--- src/rtl/frankie_io_pkg.sv ---
// ============================================================================
// Module   : frankie_io_pkg
// Brief    : Shared constants and helpers for the frankie I/O hub.
// Revision : 1.0 - initial release
// ============================================================================
`default_nettype none

package frankie_io_pkg;

    // Status word bit positions
    localparam int ST_NONEMPTY = 0;
    localparam int ST_FULL     = 1;
    localparam int ST_OUTPEND  = 2;
    localparam int ST_UNDER    = 3;
    localparam int ST_OVER     = 4;

    // io_addr field layout
    localparam int ADDR_W       = 4;
    localparam int ADDR_SEL_BIT = 3;
    localparam int ADDR_CH_MSB  = 2;
    localparam int ADDR_CH_LSB  = 0;

    function automatic int ptr_width(input int depth);
        return (depth < 2) ? 1 : $clog2(depth);
    endfunction

endpackage

`default_nettype wire

--- src/rtl/frankie_io_fifo.sv ---
// ============================================================================
// Module   : frankie_io_fifo
// Brief    : Single-clock input FIFO with registered storage, pointers, count.
// Revision : 1.0 - initial release
// ============================================================================
`default_nettype none

module frankie_io_fifo
    import frankie_io_pkg::*;
#(
    parameter int WIDTH = 16,
    parameter int DEPTH = 4
) (
    input  logic             clock,
    input  logic             reset,
    input  logic             push,
    input  logic [WIDTH-1:0] push_data,
    input  logic             pop,
    output logic             full,
    output logic             empty,
    output logic [WIDTH-1:0] head
);

    localparam int PW = ptr_width(DEPTH);
    localparam int CW = $clog2(DEPTH + 1);

    logic [WIDTH-1:0] r_mem [DEPTH];
    logic [PW-1:0]    r_wr_ptr;
    logic [PW-1:0]    r_rd_ptr;
    logic [CW-1:0]    r_count;
    logic             w_do_push;
    logic             w_do_pop;

    assign full      = (r_count == CW'(DEPTH));
    assign empty     = (r_count == '0);
    assign head      = r_mem[r_rd_ptr];
    assign w_do_push = push & ~full;
    assign w_do_pop  = pop & ~empty;

    always_ff @(posedge clock) begin
        if (w_do_push) begin
            r_mem[r_wr_ptr] <= push_data;
        end
    end

    // DEPTH is a power of two, so pointers wrap by natural overflow
    always_ff @(posedge clock) begin
        if (reset) begin
            r_wr_ptr <= '0;
            r_rd_ptr <= '0;
            r_count  <= '0;
        end else begin
            if (w_do_push) r_wr_ptr <= r_wr_ptr + PW'(1);
            if (w_do_pop)  r_rd_ptr <= r_rd_ptr + PW'(1);
            case ({w_do_push, w_do_pop})
                2'b10:   r_count <= r_count + CW'(1);
                2'b01:   r_count <= r_count - CW'(1);
                default: r_count <= r_count;
            endcase
        end
    end

endmodule

`default_nettype wire

--- src/rtl/frankie_io_hub.sv ---
// ============================================================================
// Module   : frankie_io_hub
// Brief    : Multi-channel I/O hub: input FIFOs, output holding registers,
//            sticky error flags and a registered processor read port.
// Revision : 1.0 - initial release
// ============================================================================
`default_nettype none

module frankie_io_hub
    import frankie_io_pkg::*;
#(
    parameter int WIDTH      = 16,
    parameter int CHANNELS   = 2,
    parameter int FIFO_DEPTH = 4
) (
    input  logic                      clock,
    input  logic                      reset,
    input  logic [ADDR_W-1:0]         io_addr,
    input  logic                      io_rd,
    input  logic                      io_wr,
    input  logic [WIDTH-1:0]          io_wdata,
    output logic [WIDTH-1:0]          io_rdata,
    input  logic [CHANNELS*WIDTH-1:0] in_data,
    input  logic [CHANNELS-1:0]       in_valid,
    output logic [CHANNELS-1:0]       in_ready,
    output logic [CHANNELS*WIDTH-1:0] out_data,
    output logic [CHANNELS-1:0]       out_valid,
    input  logic [CHANNELS-1:0]       out_ready
);

    logic [2:0]          w_ch_idx;
    logic                w_is_status;
    logic                w_ch_ok;

    logic [WIDTH-1:0]    w_head [CHANNELS];
    logic [CHANNELS-1:0] w_full;
    logic [CHANNELS-1:0] w_empty;
    logic [CHANNELS-1:0] w_push;
    logic [CHANNELS-1:0] w_pop;
    logic [CHANNELS-1:0] w_under_set;
    logic [CHANNELS-1:0] w_over_set;
    logic [CHANNELS-1:0] w_stat_clr;
    logic [CHANNELS-1:0] w_load;

    logic [WIDTH-1:0]    r_out_data [CHANNELS];
    logic [CHANNELS-1:0] r_out_valid;
    logic [CHANNELS-1:0] r_under;
    logic [CHANNELS-1:0] r_over;
    logic [WIDTH-1:0]    r_io_rdata;
    logic [WIDTH-1:0]    w_rd_word;

    assign w_ch_idx    = io_addr[ADDR_CH_MSB:ADDR_CH_LSB];
    assign w_is_status = io_addr[ADDR_SEL_BIT];
    assign w_ch_ok     = ({1'b0, w_ch_idx} < 4'(CHANNELS));

    generate
        for (genvar c = 0; c < CHANNELS; c++) begin : g_ch
            logic w_hit;
            logic w_rd_data_hit;
            logic w_wr_hit;

            assign w_hit         = w_ch_ok && (w_ch_idx == 3'(c));
            assign w_rd_data_hit = io_rd & ~w_is_status & w_hit;
            assign w_wr_hit      = io_wr & ~w_is_status & w_hit;

            assign w_pop[c]       = w_rd_data_hit & ~w_empty[c];
            assign w_under_set[c] = w_rd_data_hit & w_empty[c];
            assign w_stat_clr[c]  = io_rd & w_is_status & w_hit;
            // A write is accepted if the register is free or draining this cycle
            assign w_load[c]      = w_wr_hit & (~r_out_valid[c] | out_ready[c]);
            assign w_over_set[c]  = w_wr_hit & r_out_valid[c] & ~out_ready[c];

            assign in_ready[c] = ~reset & ~w_full[c];
            assign w_push[c]   = in_valid[c] & in_ready[c];
            assign out_data[c*WIDTH +: WIDTH] = r_out_data[c];

            frankie_io_fifo #(
                .WIDTH (WIDTH),
                .DEPTH (FIFO_DEPTH)
            ) u_fifo (
                .clock     (clock),
                .reset     (reset),
                .push      (w_push[c]),
                .push_data (in_data[c*WIDTH +: WIDTH]),
                .pop       (w_pop[c]),
                .full      (w_full[c]),
                .empty     (w_empty[c]),
                .head      (w_head[c])
            );
        end
    endgenerate

    assign out_valid = r_out_valid;
    assign io_rdata  = r_io_rdata;

    always_comb begin
        w_rd_word = '0;
        for (int i = 0; i < CHANNELS; i++) begin
            if (w_ch_ok && (w_ch_idx == 3'(i))) begin
                if (w_is_status) begin
                    w_rd_word[ST_NONEMPTY] = ~w_empty[i];
                    w_rd_word[ST_FULL]     = w_full[i];
                    w_rd_word[ST_OUTPEND]  = r_out_valid[i];
                    w_rd_word[ST_UNDER]    = r_under[i];
                    w_rd_word[ST_OVER]     = r_over[i];
                end else if (!w_empty[i]) begin
                    w_rd_word = w_head[i];
                end
            end
        end
    end

    always_ff @(posedge clock) begin
        if (reset) begin
            r_io_rdata  <= '0;
            r_out_valid <= '0;
            r_under     <= '0;
            r_over      <= '0;
            for (int i = 0; i < CHANNELS; i++) begin
                r_out_data[i] <= '0;
            end
        end else begin
            if (io_rd) begin
                r_io_rdata <= w_rd_word;
            end
            for (int i = 0; i < CHANNELS; i++) begin
                if (w_load[i]) begin
                    r_out_valid[i] <= 1'b1;
                    r_out_data[i]  <= io_wdata;
                end else if (out_ready[i]) begin
                    r_out_valid[i] <= 1'b0;
                end
                // Set takes priority over a status-read clear
                if (w_under_set[i])     r_under[i] <= 1'b1;
                else if (w_stat_clr[i]) r_under[i] <= 1'b0;
                if (w_over_set[i])      r_over[i]  <= 1'b1;
                else if (w_stat_clr[i]) r_over[i]  <= 1'b0;
            end
        end
    end

endmodule

`default_nettype wire

--- config.mk ---
export PLATFORM = sky130hd
export DESIGN_NAME = frankie_io_hub
export DESIGN_NICKNAME = d
export VERILOG_FILES = /design/src/rtl/frankie_io_pkg.sv /design/src/rtl/frankie_io_fifo.sv /design/src/rtl/frankie_io_hub.sv
export SDC_FILE = /design/constraint.sdc
export NUM_CORES = 1
export LEC_CHECK = 0
export BUFFER_PORTS_ARGS = -buffer_cell sky130_fd_sc_hd__buf_2
export CORE_ASPECT_RATIO = 1.4
export CORE_MARGIN = 2
export CORE_UTILIZATION = 61
export DETAILED_ROUTE_END_ITERATION = 7
export GPL_TIMING_DRIVEN = 0
export PLACE_DENSITY = 0.95
export SLEW_MARGIN = 20
export SYNTH_ARGS = -nofsm -noshare
export SYNTH_HDL_FRONTEND = slang
export SYNTH_HIERARCHICAL = 1
export SYNTH_SLANG_ARGS = --single-unit
--- constraint.sdc ---
create_clock -name clock -period 5.2 [get_ports clock]
set_input_delay 0.52 -clock clock [delete_from_list [all_inputs] [get_ports clock]]
set_output_delay 0.52 -clock clock [all_outputs]
set_load 0.005 [all_outputs]
==> metrics.yaml, run 1 <==
logic_synthesis:
  synth.mux.area_fraction_pct: 10.2
  synth-compound-area-share_pct: 4.78
  synth_area_per_cell_um2: 17.1
  ys.flop_type: "sky130_fd_sc_hd__edfxtp_1"
  register_bit_count_reported_by_yosys: 200
  yosysUniqueCellTypes: 40
  post_synth_inst_count: 459
  ys_seq_area_share_pct: 71.6
  largest_family_of_logic_cells_by_synthesized_area: "multiplexers"
  synthSimpleGateAreaFrac_pct: 8.02
  yosysWarningCount: 6
  synth.net_count: 531
  synth_xor_xnor_area_share_pct: 0.671
  synth_adder_area_share_pct: 2.11
  synth-edff-count: 160
  synth-async-reset-ratio_pct: 0
  synth_cell_area_um2: 7830
critical_path:
  timing.setup.critical_path_class: "reg2reg"
  worstPathCellList: "nor3_1 -> nor2_1 -> clkbuf_1 -> and2_1 -> o31ai_1 -> inv_1 -> ha_1 -> inv_1 -> fa_1 -> xor2_1 -> or3_1 -> a21oi_1"
  worst_path_dominant_cell_family: "simple AND/OR/NAND/NOR gates"
  crit_cells: 12
  rr_worst_depth: 12
  worstSetupEndpointType: "register"
  worst-path-max-fanout: 10
  worst-r2r-setup-slack_ps: 1990
  slowest_stage: "sky130_fd_sc_hd__dfxtp_1"
  regToRegStartpoint: "g_ch[1].u_fifo/r_count[0]$_SDFFE_PP0P_"
  worst_flop_to_flop_path_endpoint: "g_ch[1].u_fifo/r_count[2]$_SDFFE_PP0P_"
  crit_path_start_kind: "register"
  worst_path_most_repeated_cell: "sky130_fd_sc_hd__inv_1"
  worstPathArrival_ps: 3560
  cp.buffers_inverters: 3
  critPathCapture: "g_ch[1].u_fifo/r_count[2]$_SDFFE_PP0P_"
  slowest_delay_ps: 450
  req_time_crit_path_ps: 5550
  cp-startpoint: "g_ch[1].u_fifo/r_count[0]$_SDFFE_PP0P_"
place:
  place_congestion: 0.884
  dpl.hpwl_mm: 11.0
  portBuffers: 111
timing:
  rsz0062_at_grt: "no"
  timing.fmax_mhz: 312
  timing.final.max_slew_violations: 0
  post-route-min-period_ps: 3210
  finalSetupViolCount: 0
  worst-slew-pin-transition_ps: 895
  final_hold_viol_count: 0
  slew_headroom_pct: 40.3
  final.setup.tns_ps: 0
  final_clock_skew_ps: 8.84
  finalCritPeriodShare_pct: 61.7
  hold_slack_ps: 308
power_and_ir_drop:
  ir_drop_mv: 0.296
  power_leakage_uw: 0.00324
  power.density_nw_per_um2: 347
  totalPowerFinal_uw: 3180
floorplanning:
  fp.dieH_um: 138
  pin_count: 112
  floorplan.rows: 49
  initial_utilization_pct: 61.7
  die_width_um: 99.8
  total_die_area_um2: 13800
  fp.coreArea_um2: 12700
clocking:
  cts_max_path_buffers: 2
  cts_made_buffers: 17
  tritoncts_num_sinks: 200
  cts_resized: 0
  post_cts_buffers: 0
  cts.reportedPaths.clkPinSlew_ps: 70
  clk_root_buffer_cell: "sky130_fd_sc_hd__clkbuf_16"
  clk_latency_ps: 420
  clock_tree_from_tritoncts: "yes"
  ctsHoldBuffers: 0
  h_tree_lvl_count: 4
final_layout:
  layout_common_cells: "sky130_fd_sc_hd__edfxtp_1 (160), sky130_fd_sc_hd__buf_2 (116), sky130_fd_sc_hd__dfxtp_1 (40), sky130_fd_sc_hd__and2_1 (28), sky130_fd_sc_hd__mux4_2 (20)"
  synthToLayoutAreaGrowth_pct: 16.7
  nNetsFinal: 661
  final_common_cell: "sky130_fd_sc_hd__edfxtp_1"
  layout-drive-gt1-share_pct: 29.2
  diodes: 0
global_routing:
  grt_max_degree: 18
  all_layer_gr_usage_pct: 24.4
  grt_pass1_vias: 4697
  grt_first_pass_wirelength_mm: 25.1
  globalRouteOverflowTotal: 0
  grt_antenna_before_repair: 0
run:
  cap_viol_max_count: 0
hold_path:
  holdCritPathClass: "in2reg"
  holdPathStages: 1
detailed_routing:
  antenna_nets_post_route: 0
  vias_per_cell: 6.25
  wirelength_mm: 16.4
  remaining_routing_drc_violations: 0
  first_pass_iters: 5
  vias: 4721
  post_drt_wl_per_cell_um: 21.8
  dr.first_iter.drc_count: 328
status:
  status: "completed"
[power breakdown]
group | switching [µW] | internal [µW]
registers | 15.0 | 1770
logic | 95.2 | 60.0
clock network | 551 | 688
[logic make-up after synthesis]
group / after synthesis
and+or+nand+nor: 113
xor gates and xnor gates: 6
muxes: 35
adders and majority gates: 12
AOI/OAI and AO/OA: 52
buffers and inverters: 41
DFF: 200
[how the worst min path moves through the flow]
stage	start	to	slack, ps
CTS	in_data[29]	g_ch[1].u_fifo/r_mem[3][13]$_DFFE_PP_	290
global placement	io_rdata[10]$_SDFFE_PP0P_	io_rdata[10]$_SDFFE_PP0P_	460
detailed placement	io_rdata[0]$_SDFFE_PP0P_	io_rdata[0]$_SDFFE_PP0P_	470
finish	in_data[29]	g_ch[1].u_fifo/r_mem[3][13]$_DFFE_PP_	310
floorplan	r_over[0]$_SDFFE_PP0P_	r_over[0]$_SDFFE_PP0P_	450
global route	in_data[5]	g_ch[0].u_fifo/r_mem[2][5]$_DFFE_PP_	300
[flip-flops by register name, summed over array words and instances, names as in the netlist, named ones only]
register,flops
g_ch.u_fifo/r_mem,128
out_valid,2
g_ch.u_fifo/r_count,6
r_out_data,32
g_ch.u_fifo/r_rd_ptr,4
io_rdata,16
r_under,2
r_over,2
g_ch.u_fifo/r_wr_ptr,4
[cell usage after synthesis, types with 3 or more instances]
cell / count / area [µm²]
sky130_fd_sc_hd__dfxtp_1: 40 / 801
sky130_fd_sc_hd__o32ai_1: 7 / 61.3
sky130_fd_sc_hd__nand2b_1: 9 / 56.3
sky130_fd_sc_hd__ha_1: 10 / 125
sky130_fd_sc_hd__o21bai_1: 3 / 22.5
sky130_fd_sc_hd__edfxtp_1: 160 / 4800
sky130_fd_sc_hd__nand3_1: 12 / 60.1
sky130_fd_sc_hd__nor2_1: 17 / 63.8
sky130_fd_sc_hd__buf_1: 3 / 11.3
sky130_fd_sc_hd__mux4_1: 12 / 315
sky130_fd_sc_hd__clkbuf_1: 9 / 33.8
sky130_fd_sc_hd__a221oi_1: 8 / 70.1
sky130_fd_sc_hd__inv_1: 19 / 71.3
sky130_fd_sc_hd__mux4_2: 20 / 450
sky130_fd_sc_hd__buf_2: 5 / 25.0
sky130_fd_sc_hd__nor3_1: 5 / 25.0
sky130_fd_sc_hd__a21oi_1: 12 / 60.1
sky130_fd_sc_hd__nand4_1: 11 / 68.8
sky130_fd_sc_hd__o21ai_0: 6 / 30.0
sky130_fd_sc_hd__or3_1: 6 / 37.5
sky130_fd_sc_hd__xor2_1: 6 / 52.6
sky130_fd_sc_hd__a31oi_1: 11 / 68.8
sky130_fd_sc_hd__nand2_1: 16 / 60.1
sky130_fd_sc_hd__and2_1: 28 / 175
[worst reg2reg max path: stages, from the launching register on]
cell and delay [ps]:
sky130_fd_sc_hd__dfxtp_1 450, sky130_fd_sc_hd__nor3_1 160, sky130_fd_sc_hd__nor2_1 450, sky130_fd_sc_hd__clkbuf_1 390, sky130_fd_sc_hd__and2_1 240, sky130_fd_sc_hd__o31ai_1 110, sky130_fd_sc_hd__inv_1 80, sky130_fd_sc_hd__ha_1 190
sky130_fd_sc_hd__inv_1 80, sky130_fd_sc_hd__fa_1 370, sky130_fd_sc_hd__xor2_1 160, sky130_fd_sc_hd__or3_1 300, sky130_fd_sc_hd__a21oi_1 170
[layer usage]
layer	part of all wire [%]	track usage, %
met3	8.0	4.95
met5	0	0
met1	37	29.9
met2	52	42.2
met4	3.3	9.88
[cell type report]
| cell class | instances | area [µm²] |
|---|---|---|
| clock buffer | 21 | 460 |
| inverter | 19 | 71.3 |
| timing repair buffer | 111 | 556 |
| tap | 153 | 191 |
| fill | 712 | 3550 |
| buffer | 22 | 140 |
| sequential | 200 | 5610 |
| clock inverter | 11 | 98.8 |
| multi-input combinational | 218 | 2020 |
[stage by stage]
step                util (%)  cells  worst slack [ps]  area, µm²
floorplan                  -    459              2410       7830
global placement        67.6    723              2010       8580
detailed placement      67.6    723              1810       8580
CTS                     72.0    755              2090       9140
global route            72.0    755              1870       9140
finish                  72.0    755              1990       9140
Note: power is estimated with default switching activity, not from simulation.
==> run 2: changes to the inputs <==
Settings changed: CORE_UTILIZATION 61 to 51, PLACE_DENSITY 0.95 to 0.87.
Clock period 5.2 ns to 2.61 ns, I/O delays scaled along.
==> run 2 against run 1 <==
  * Non-clock buffer count up 7
  * Via count down 1.9%
  * Sequential share of layout area down 1.4 points
  * Final area up 2.8%
  * Final cell count up 6.2%
  * Routed wire length up 0.22%
  * Global-route usage down 3.9 points
==> metrics.yaml, run 2 (synthesized netlist as in run 1, its figures left out) <==
status:
  status: "completed"
place:
  portBuffers: 111
  dpl.hpwl_mm: 10.9
  dp_worst_setup_slack_ps: -523
  place_congestion: 0.868
floorplanning:
  pin_count: 112
  fp.dieH_um: 151
  die_width_um: 109
  fp.coreArea_um2: 15100
  total_die_area_um2: 16400
  initial_utilization_pct: 52.0
  floorplan.rows: 53
detailed_routing:
  remaining_routing_drc_violations: 0
  first_pass_iters: 5
  post_drt_wl_per_cell_um: 20.5
  wirelength_mm: 16.5
  vias_per_cell: 5.77
  dr.first_iter.drc_count: 341
  antenna_nets_post_route: 0
  vias: 4630
critical_path:
  regToRegStartpoint: "g_ch[1].u_fifo/r_count[0]$_SDFFE_PP0P_"
  crit_path_start_kind: "register"
  slowest_delay_ps: 380
  worstPathArrival_ps: 2840
  worst-r2r-setup-slack_ps: 110
  rr_worst_depth: 12
  req_time_crit_path_ps: 2950
  worst_path_dominant_cell_family: "simple AND/OR/NAND/NOR gates"
  worst_flop_to_flop_path_endpoint: "g_ch[1].u_fifo/r_count[2]$_SDFFE_PP0P_"
  cp-startpoint: "g_ch[1].u_fifo/r_count[0]$_SDFFE_PP0P_"
  worst_path_most_repeated_cell: "sky130_fd_sc_hd__inv_1"
  worst-path-max-fanout: 6
  worstSetupEndpointType: "register"
  worstPathCellList: "nor3b_4 -> nor2_2 -> and2_1 -> inv_1 -> nor2_2 -> inv_1 -> ha_2 -> inv_1 -> fa_1 -> xor2_1 -> or3_1 -> a21oi_2"
  timing.setup.critical_path_class: "reg2reg"
  cp.buffers_inverters: 3
  slowest_stage: "sky130_fd_sc_hd__dfxtp_4"
final_layout:
  finalCoreUtilization_pct: 62.4
  final_common_cell: "sky130_fd_sc_hd__edfxtp_1"
  largest_reg_flops: 128
  layout_common_cells: "sky130_fd_sc_hd__edfxtp_1 (160), sky130_fd_sc_hd__buf_2 (116), sky130_fd_sc_hd__dfxtp_1 (34), sky130_fd_sc_hd__and2_1 (27), sky130_fd_sc_hd__mux4_2 (20)"
  nNetsFinal: 668
  layout-drive-gt1-share_pct: 34.5
  synthToLayoutAreaGrowth_pct: 20.0
  nFillCells: 1021
  top_register: "g_ch.u_fifo/r_mem"
timing:
  finalSetupViolCount: 0
  finalCritPeriodShare_pct: 95.6
  final_clock_skew_ps: 9.46
  timing.final.max_slew_violations: 0
  fin_ws_ps: 115
  hold_slack_ps: 51.8
  worst-slew-pin-transition_ps: 907
  rsz0062_at_grt: "no"
  final_hold_viol_count: 0
  timing.fmax_mhz: 401
  post-route-min-period_ps: 2500
  slew_headroom_pct: 39.5
global_routing:
  all_layer_gr_usage_pct: 20.5
  grt_first_pass_wirelength_mm: 24.6
  grt_pass1_vias: 4695
  grt_max_degree: 18
  globalRouteOverflowTotal: 0
  grt_antenna_before_repair: 1
hold_path:
  holdCritPathClass: "in2reg"
  worst_hold_startpoint: "in_data[27]"
  holdPathStages: 1
  worstHoldEndpoint: "g_ch[1].u_fifo/r_mem[2][11]$_DFFE_PP_"
clocking:
  clk_latency_ps: 420
  cts_max_path_buffers: 2
  cts.reportedPaths.clkPinSlew_ps: 70
  clock_tree_from_tritoncts: "yes"
  clk_root_buffer_cell: "sky130_fd_sc_hd__clkbuf_16"
  cts_made_buffers: 17
  tritoncts_num_sinks: 200
  h_tree_lvl_count: 4
power_and_ir_drop:
  ir_drop_mv: 0.373
  power.density_nw_per_um2: 683
  totalPowerFinal_uw: 6420
  power_leakage_uw: 0.00330
run:
  cap_viol_max_count: 0
-- run 2: stage by stage --
stage	TNS, ps	cells	instance area [µm²]
2_1_floorplan	0	459	7830
3_3_place_gp	-2140	762	8630
3_5_place_dp	-1530	762	8630
4_1_cts	-36.0	795	9260
5_1_grt	0	802	9400
6_report	0	802	9400
-- run 2: repair_timing --
action                                  in CTS  in global routing
hold buffers                                 0                  0
resized for setup                           14                 36
buffers inserted                             1                  6
pin swaps                                    2                  4
endpoints found under the setup margin       4                  4
-- run 2: worst max-delay path by stage --
stage,to,depth (start not counted)
floorplan,g_ch[1].u_fifo/r_count[2]$_SDFFE_PP0P_,12
global placement,g_ch[0].u_fifo/r_count[2]$_SDFFE_PP0P_,12
detailed placement,g_ch[0].u_fifo/r_count[2]$_SDFFE_PP0P_,12
CTS,g_ch[1].u_fifo/r_count[2]$_SDFFE_PP0P_,12
global route,g_ch[1].u_fifo/r_count[2]$_SDFFE_PP0P_,12
finish,g_ch[1].u_fifo/r_count[2]$_SDFFE_PP0P_,12
-- run 2: power by group --
part	switching [µW]	total, µW	leakage (µW)	internal (µW)
combinational	195	332	0.00123	136
clock	1110	2530	0.000275	1420
sequential	33.3	3550	0.00180	3520
total	1340	6420	0.00330	5080
-- run 2: area by class of cell --
type                    count  area, µm²  share of cell area [%]
diodes                      1       2.50                  0.0266
plain buffers              22        161                    1.72
clock buffers              18        429                    4.57
clock inverters            14        146                    1.56
inverters                  19       71.3                   0.759
multi-input cells         218       2110                    22.5
flip-flops and latches    200       5630                    59.9
well taps                 192        240                    2.56
repair buffers            118        608                    6.47
-- run 2: layer usage --
metal | GRT usage, % | wire length (µm)
met5 | 0 | 0
met4 | 9.55 | 623
met3 | 4.42 | 1180
met2 | 34.9 | 8240
met1 | 24.7 | 6440
